===== src/rtl/ama_riscv_perf_pkg.sv =====
// Shared definitions for the performance counter block: MMIO word map, counter ids
// and the counter width.
package ama_riscv_perf_pkg;

  localparam int unsigned PERF_CNT_W   = 64;
  localparam int unsigned PERF_WORD_W  = 32;
  localparam int unsigned PERF_NUM_CNT = 3;

  // MMIO word indices; each counter occupies a lo/hi pair
  localparam logic [2:0] PERF_CYCLE_LO   = 3'd0;
  localparam logic [2:0] PERF_CYCLE_HI   = 3'd1;
  localparam logic [2:0] PERF_INSTRET_LO = 3'd2;
  localparam logic [2:0] PERF_INSTRET_HI = 3'd3;
  localparam logic [2:0] PERF_STALL_LO   = 3'd4;
  localparam logic [2:0] PERF_STALL_HI   = 3'd5;
  localparam logic [2:0] PERF_STATUS     = 3'd6;
  localparam logic [2:0] PERF_RSVD       = 3'd7;

  typedef enum logic [1:0] {
    CYC     = 2'd0,
    INSTRET = 2'd1,
    STALL   = 2'd2
  } perf_cnt_id_e;

endpackage


===== src/rtl/ama_riscv_perf_cnt_unit.sv =====
// One wrapping counter with a sticky overflow flag and a hi-word shadow that is
// captured whenever software reads the matching lo word.
module ama_riscv_perf_cnt_unit
  import ama_riscv_perf_pkg::*;
#(
  parameter int unsigned CNT_W = PERF_CNT_W
) (
  input  logic               clk,
  input  logic               rst,
  input  logic               inc,
  input  logic               clr,
  input  logic               snap,
  output logic [CNT_W-1:0]   cnt,
  output logic [CNT_W/2-1:0] hi_shadow,
  output logic               ovf
);

  logic [CNT_W-1:0]   cnt_q, cnt_d;
  logic [CNT_W/2-1:0] hi_shadow_q, hi_shadow_d;
  logic               ovf_q, ovf_d;

  // clr is applied last so it beats both an increment and a snapshot in the same cycle
  always_comb begin
    cnt_d       = cnt_q;
    hi_shadow_d = hi_shadow_q;
    ovf_d       = ovf_q;
    if (snap) begin
      hi_shadow_d = cnt_q[CNT_W-1:CNT_W/2];
    end
    if (inc) begin
      cnt_d = cnt_q + CNT_W'(1);
      if (&cnt_q) begin
        ovf_d = 1'b1;
      end
    end
    if (clr) begin
      cnt_d       = '0;
      hi_shadow_d = '0;
      ovf_d       = 1'b0;
    end
  end

  always_ff @(posedge clk) begin
    if (rst) begin
      cnt_q       <= '0;
      hi_shadow_q <= '0;
      ovf_q       <= 1'b0;
    end else begin
      cnt_q       <= cnt_d;
      hi_shadow_q <= hi_shadow_d;
      ovf_q       <= ovf_d;
    end
  end

  assign cnt       = cnt_q;
  assign hi_shadow = hi_shadow_q;
  assign ovf       = ovf_q;

endmodule


===== src/rtl/ama_riscv_perf_cnt.sv =====
// Cycle / retired-instruction / stall counters behind a one-cycle-latency MMIO read
// port with lo-then-hi snapshot semantics.
module ama_riscv_perf_cnt
  import ama_riscv_perf_pkg::*;
#(
  parameter int unsigned CNT_W  = PERF_CNT_W,
  parameter int unsigned ADDR_W = 3
) (
  input  logic              clk,
  input  logic              rst,
  input  logic              cnt_en,
  input  logic              inst_wb_nop_or_clear,
  input  logic              stall_id,
  input  logic              mmio_reset_cnt,
  input  logic              rd_en,
  input  logic [ADDR_W-1:0] rd_addr,
  output logic [31:0]       rd_data,
  output logic              rd_valid
);

  logic [PERF_NUM_CNT-1:0] inc;
  logic [PERF_NUM_CNT-1:0] snap;
  logic [PERF_NUM_CNT-1:0] ovf;

  logic [CNT_W-1:0]   cnt_cyc, cnt_instret, cnt_stall;
  logic [CNT_W/2-1:0] hi_cyc, hi_instret, hi_stall;

  logic [31:0] rd_data_q, rd_data_d;
  logic        rd_valid_q, rd_valid_d;

  // A lo read snapshots its counter's upper half so the following hi read is coherent
  always_comb begin
    inc           = '0;
    snap          = '0;
    inc[CYC]      = cnt_en;
    inc[INSTRET]  = cnt_en & ~inst_wb_nop_or_clear;
    inc[STALL]    = cnt_en & stall_id;
    snap[CYC]     = rd_en & (rd_addr == ADDR_W'(PERF_CYCLE_LO));
    snap[INSTRET] = rd_en & (rd_addr == ADDR_W'(PERF_INSTRET_LO));
    snap[STALL]   = rd_en & (rd_addr == ADDR_W'(PERF_STALL_LO));
  end

  ama_riscv_perf_cnt_unit #(.CNT_W(CNT_W)) u_cyc (
    .clk       (clk),
    .rst       (rst),
    .inc       (inc[CYC]),
    .clr       (mmio_reset_cnt),
    .snap      (snap[CYC]),
    .cnt       (cnt_cyc),
    .hi_shadow (hi_cyc),
    .ovf       (ovf[CYC])
  );

  ama_riscv_perf_cnt_unit #(.CNT_W(CNT_W)) u_instret (
    .clk       (clk),
    .rst       (rst),
    .inc       (inc[INSTRET]),
    .clr       (mmio_reset_cnt),
    .snap      (snap[INSTRET]),
    .cnt       (cnt_instret),
    .hi_shadow (hi_instret),
    .ovf       (ovf[INSTRET])
  );

  ama_riscv_perf_cnt_unit #(.CNT_W(CNT_W)) u_stall (
    .clk       (clk),
    .rst       (rst),
    .inc       (inc[STALL]),
    .clr       (mmio_reset_cnt),
    .snap      (snap[STALL]),
    .cnt       (cnt_stall),
    .hi_shadow (hi_stall),
    .ovf       (ovf[STALL])
  );

  // Hi words are served from the shadows, so the live upper halves are never read here
  logic unused_cnt_hi;
  assign unused_cnt_hi = ^{cnt_cyc[CNT_W-1:32], cnt_instret[CNT_W-1:32],
                           cnt_stall[CNT_W-1:32]};

  always_comb begin
    rd_valid_d = rd_en;
    rd_data_d  = rd_data_q;
    if (rd_en) begin
      case (rd_addr)
        ADDR_W'(PERF_CYCLE_LO):   rd_data_d = cnt_cyc[31:0];
        ADDR_W'(PERF_CYCLE_HI):   rd_data_d = hi_cyc;
        ADDR_W'(PERF_INSTRET_LO): rd_data_d = cnt_instret[31:0];
        ADDR_W'(PERF_INSTRET_HI): rd_data_d = hi_instret;
        ADDR_W'(PERF_STALL_LO):   rd_data_d = cnt_stall[31:0];
        ADDR_W'(PERF_STALL_HI):   rd_data_d = hi_stall;
        ADDR_W'(PERF_STATUS):     rd_data_d = {28'b0, ovf[STALL], ovf[INSTRET], ovf[CYC], cnt_en};
        ADDR_W'(PERF_RSVD):       rd_data_d = '0;
        default:                  rd_data_d = '0;
      endcase
    end
  end

  always_ff @(posedge clk) begin
    if (rst) begin
      rd_data_q  <= '0;
      rd_valid_q <= 1'b0;
    end else begin
      rd_data_q  <= rd_data_d;
      rd_valid_q <= rd_valid_d;
    end
  end

  assign rd_data  = rd_data_q;
  assign rd_valid = rd_valid_q;

endmodule


===== config.mk =====
export PLATFORM = sky130hd
export DESIGN_NAME = ama_riscv_perf_cnt
export DESIGN_NICKNAME = d
export VERILOG_FILES = /design/src/rtl/ama_riscv_perf_pkg.sv /design/src/rtl/ama_riscv_perf_cnt_unit.sv /design/src/rtl/ama_riscv_perf_cnt.sv
export SDC_FILE = /design/constraint.sdc
export NUM_CORES = 1
export LEC_CHECK = 0
export CORE_MARGIN = 4
export CORE_UTILIZATION = 30
export DETAILED_ROUTE_END_ITERATION = 7
export PLACE_DENSITY_LB_ADDON = 0.1
export RECOVER_POWER = 50
export SLEW_MARGIN = 20
export SYNTH_ARGS = -nofsm -noshare
export SYNTH_HDL_FRONTEND = slang
export SYNTH_SLANG_ARGS = --single-unit

===== constraint.sdc =====
create_clock -name clk -period 8 [get_ports clk]
set_clock_uncertainty 0.15 [all_clocks]
set_input_delay 1.2 -clock clk [delete_from_list [all_inputs] [get_ports clk]]
set_output_delay 1.2 -clock clk [all_outputs]
set_load 0.1 [all_outputs]

==> metrics.md <==
| Metric | Value |
|---|---|
| Distinct cells, synth | between 40 and 50 |
| Drt wl/cell | 19.6 um |
| Failing checks | capacitance limit, slew limit |
| R2R setup slack | 4.88 ns |
| Comb power frac | 0.037 |
| Pwr Density | 209 nW/um2 |
| Hold Vio Cnt, Final | 0 |
| Hold_buf cts | 0 |
| Initial core utilization | 0.303 |
| Nets@finish | between 1500 and 2000 |
| CTS Buf Count | 39 |
| First-pass GRT wire length | 76.9 mm |
| Slew headroom | -1.01 |
| Post-cts resize count | 0 |
| Reg2reg start | u_instret.cnt[1] |
| DRC | 0 |
| Pre-Repair DR Iteration Count | 5 |
| Largest net degree at the start of global routing | 145 |
| CP startpoint | rst |
| Commonest non-fill, non-tap cells in the layout | dfxtp_1, nand2_1, a21oi_1, nor2_1, nand3_1 |
| Most common cell on crit path | buf_4 |
| Setup fix buffers added after clock tree synthesis | 0 |
| Max incr delay on CP | 2.20 ns |
| CP max FO | 95 |
| Fillcell total | 5214 |
| CP max stage cell | or2_0 |
| Worst Setup End Kind | flip-flop |
| CTS tree | yes |
| Final setup fails | 0 |
| Power consumption | between 3 and 4 mW |
| Crit path capture | u_stall.cnt[5] |
| I/O Buffers | between 40 and 50 |
| Initial antenna violation count | 0 |
| Mapped cell area | 14800 um2 |
| Status | finished, violations left |
| Synth Register Bits | between 300 and 400 |
| Top cell type by total area after synthesis | dfxtp_1 |
| Crit Path Class | in -> reg |
| Share of layout cells above drive strength 1 | 0.0475 |
| WP data required | 8.24 ns |
| Achievable Freq | ~190 MHz |
| Max-slew violations | 84 |
| FP Rows | 81 |
| P_int | 2.76 mW |
| Sequential element share of the synthesized area | 0.438 |
| Syn nets | 1893 |
| Psw | 0.816 mW |
| Clk pwr share | 0.509 |
| Die ar. | 53000 um2 |
| Min cycle time layout | 5.35 ns |
| Buf/Inv on CP | 3 |
| Final setup TNS | 0 ns |
| Switch share | 0.228 |
| RSZ-0062 raised after global routing | no |
| Routed vias/inst | approximately 5.3 |
| Cell Chain, Critical Path | dlygate4sd3_1, buf_4, or2_0, buf_4, nor2_1 |
| FF-to-FF End | u_instret.cnt[52] |
| Top-area cell type share of the netlist area | 0.438 |
| Worst-Skew Late Latency | around 0.55 ns |
| Core Area | 48800 um2 |
| Congestion Overflow GR | 0 |
| Clock Path Buffers | 3 |
| P_leak | 4.88 nW |
| Top-level port count | 43 |
| Hold slack | 0.307 ns |
| Max Cap Viol | 3 |
| CP Launch Type | primary input |
| Hold/Removal Path Class | reg -> reg |
| Crit-path leading delay family | simple AND/OR/NAND/NOR gates |
| Area Growth Syn to Fin | 15.3% |
| Total track usage | 0.185 |
| Yosys warnings | 0 |
| Syn Inst Count | 1880 |
| Reg clk slew, reported paths | 0.05 ns |
| Async SR Flop Fraction | 0 |
| Detailed Route Iter0 Violations | 970 |
| Synthesized area per cell | 7.88 um2 |
| Final GP Congestion | 0.821 |
| Crit path DAT | about 5.6 ns |
| Primary FF master, synth | dfxtp_1 |
| Die Y | approximately 230 um |
| Routed vias | 13700 |
| Die W | approximately 230 um |
| Vias in the first global route | 12600 |
| IR drop worst, VDD | 120 uV |
| Commonest non-fill, non-tap cell in the layout | dfxtp_1 |
| Slew @ Worst Pin | 3.02 ns |
| Detailed Place HPWL | between 30 and 40 mm |
| Period utilization | 0.669 |
| Clock sinks | 324 |
| H-tree levels | 2 |
| Post-synth EDFFs | 0 |
| Reg2reg path depth | 6 |
| CTS Root Cell | clkbuf_16 |
| Part of the power in registers | 0.454 |
| CP Depth | 5 |
| Antenna-violating nets left | 0 |
| Top post-synthesis cells by area | dfxtp_1, a21oi_1, nand2_1 |
| Post-Route WL | 50.3 mm |
cells by family after synthesis:
| group | share of synthesized area |
|---|---|
| DFF | 0.438 |
| buffers and inverters | 0.0372 |
| AOI/OAI and AO/OA | 0.173 |
| xor gates and xnor gates | 0.0556 |
| muxes | 0.00566 |
| and+or+nand+nor | 0.288 |
| adders and majority gates | 0.00253 |
power groups by stage:
stage                     Sequential [mW]  Combinational (mW)  Clock, mW
after floorplan                      1.69              0.0644          0
final                                1.62               0.133       1.82
after global placement               1.66               0.135          0
after detailed placement             1.66               0.136          0
after CTS                            1.62               0.136       1.87
after global routing                 1.62               0.142       1.94
worst min path at each step:
stage / cells after the start / endpoint / start / slack [ns]
finish: 2 / u_instret.hi_shadow[11] / u_instret.hi_shadow[11] / 0.31
global route: 2 / u_cyc.hi_shadow[16] / u_cyc.hi_shadow[16] / 0.33
CTS: 2 / u_cyc.hi_shadow[13] / u_cyc.hi_shadow[13] / 0.31
detailed placement: 2 / u_cyc.hi_shadow[13] / u_cyc.hi_shadow[13] / 0.30
global placement: 2 / u_cyc.hi_shadow[9] / u_cyc.hi_shadow[9] / 0.30
floorplan: 1 / u_cyc.ovf / u_cyc.ovf / 0.28
metrics by stage:
stage               cell area (um2)  std cells  utilization  setup WS (ns)
finish                        17100       2562        0.350           2.65
global route                  17100       2560        0.350           2.35
CTS                           17100       2560        0.350           4.21
detailed placement            15800       2494        0.324           3.61
global placement              15800       2494        0.324           3.66
floorplan                     14800       1880            -           4.71
cells in the mapped netlist, drive strengths merged, types with 19 or more instances:
cell,number
dfxtp,324
nand2,316
a21oi,250
nor2,124
clkbuf,110
nand3,96
nand4,86
or3,74
o21ai,68
a22oi,58
xor2,51
xnor2,43
nor4,37
or4,32
inv,31
nor3,30
o211ai,30
o31ai,19
worst register-to-register path, delay by kind of cell, from the launching register on:
kind / cells / cell delay, ns
simple gates: 4 / 2.09
flops: 1 / 0.43
fa+ha+maj: 1 / 0.23
compound gates: 1 / 0.14
routing by layer:
metal,vias to the layer above,wire (um),GRT usage
li1,6738,-,-
met1,6578,24000,0.266
met2,276,22300,0.282
met3,74,2410,0.0265
met4,0,1600,0.0654
met5,-,0,0
layout make-up:
class                           instances  area [um2]  area share
Clock inverter                          8         140     0.00820
Antenna cell                            2        5.00    0.000293
Tap cell                              664         831      0.0486
Clock buffer                           58        1150      0.0673
Inverter                               32         120     0.00703
Multi-Input combinational cell       1412        7780       0.456
Sequential cell                       324        6490       0.380
Timing Repair Buffer                   62         564      0.0330
flip-flops by register name (all words and copies together), names as in the netlist:
name                 cells
u_instret.cnt           64
u_instret.hi_shadow     32
rd_valid                 1
u_cyc.cnt               64
u_stall.cnt             64
u_stall.hi_shadow       32
u_cyc.hi_shadow         32
u_instret.ovf            1
u_cyc.ovf                1
u_stall.ovf              1
rd_data                 32
No activity file was read; power rests on OpenSTA's default activity.
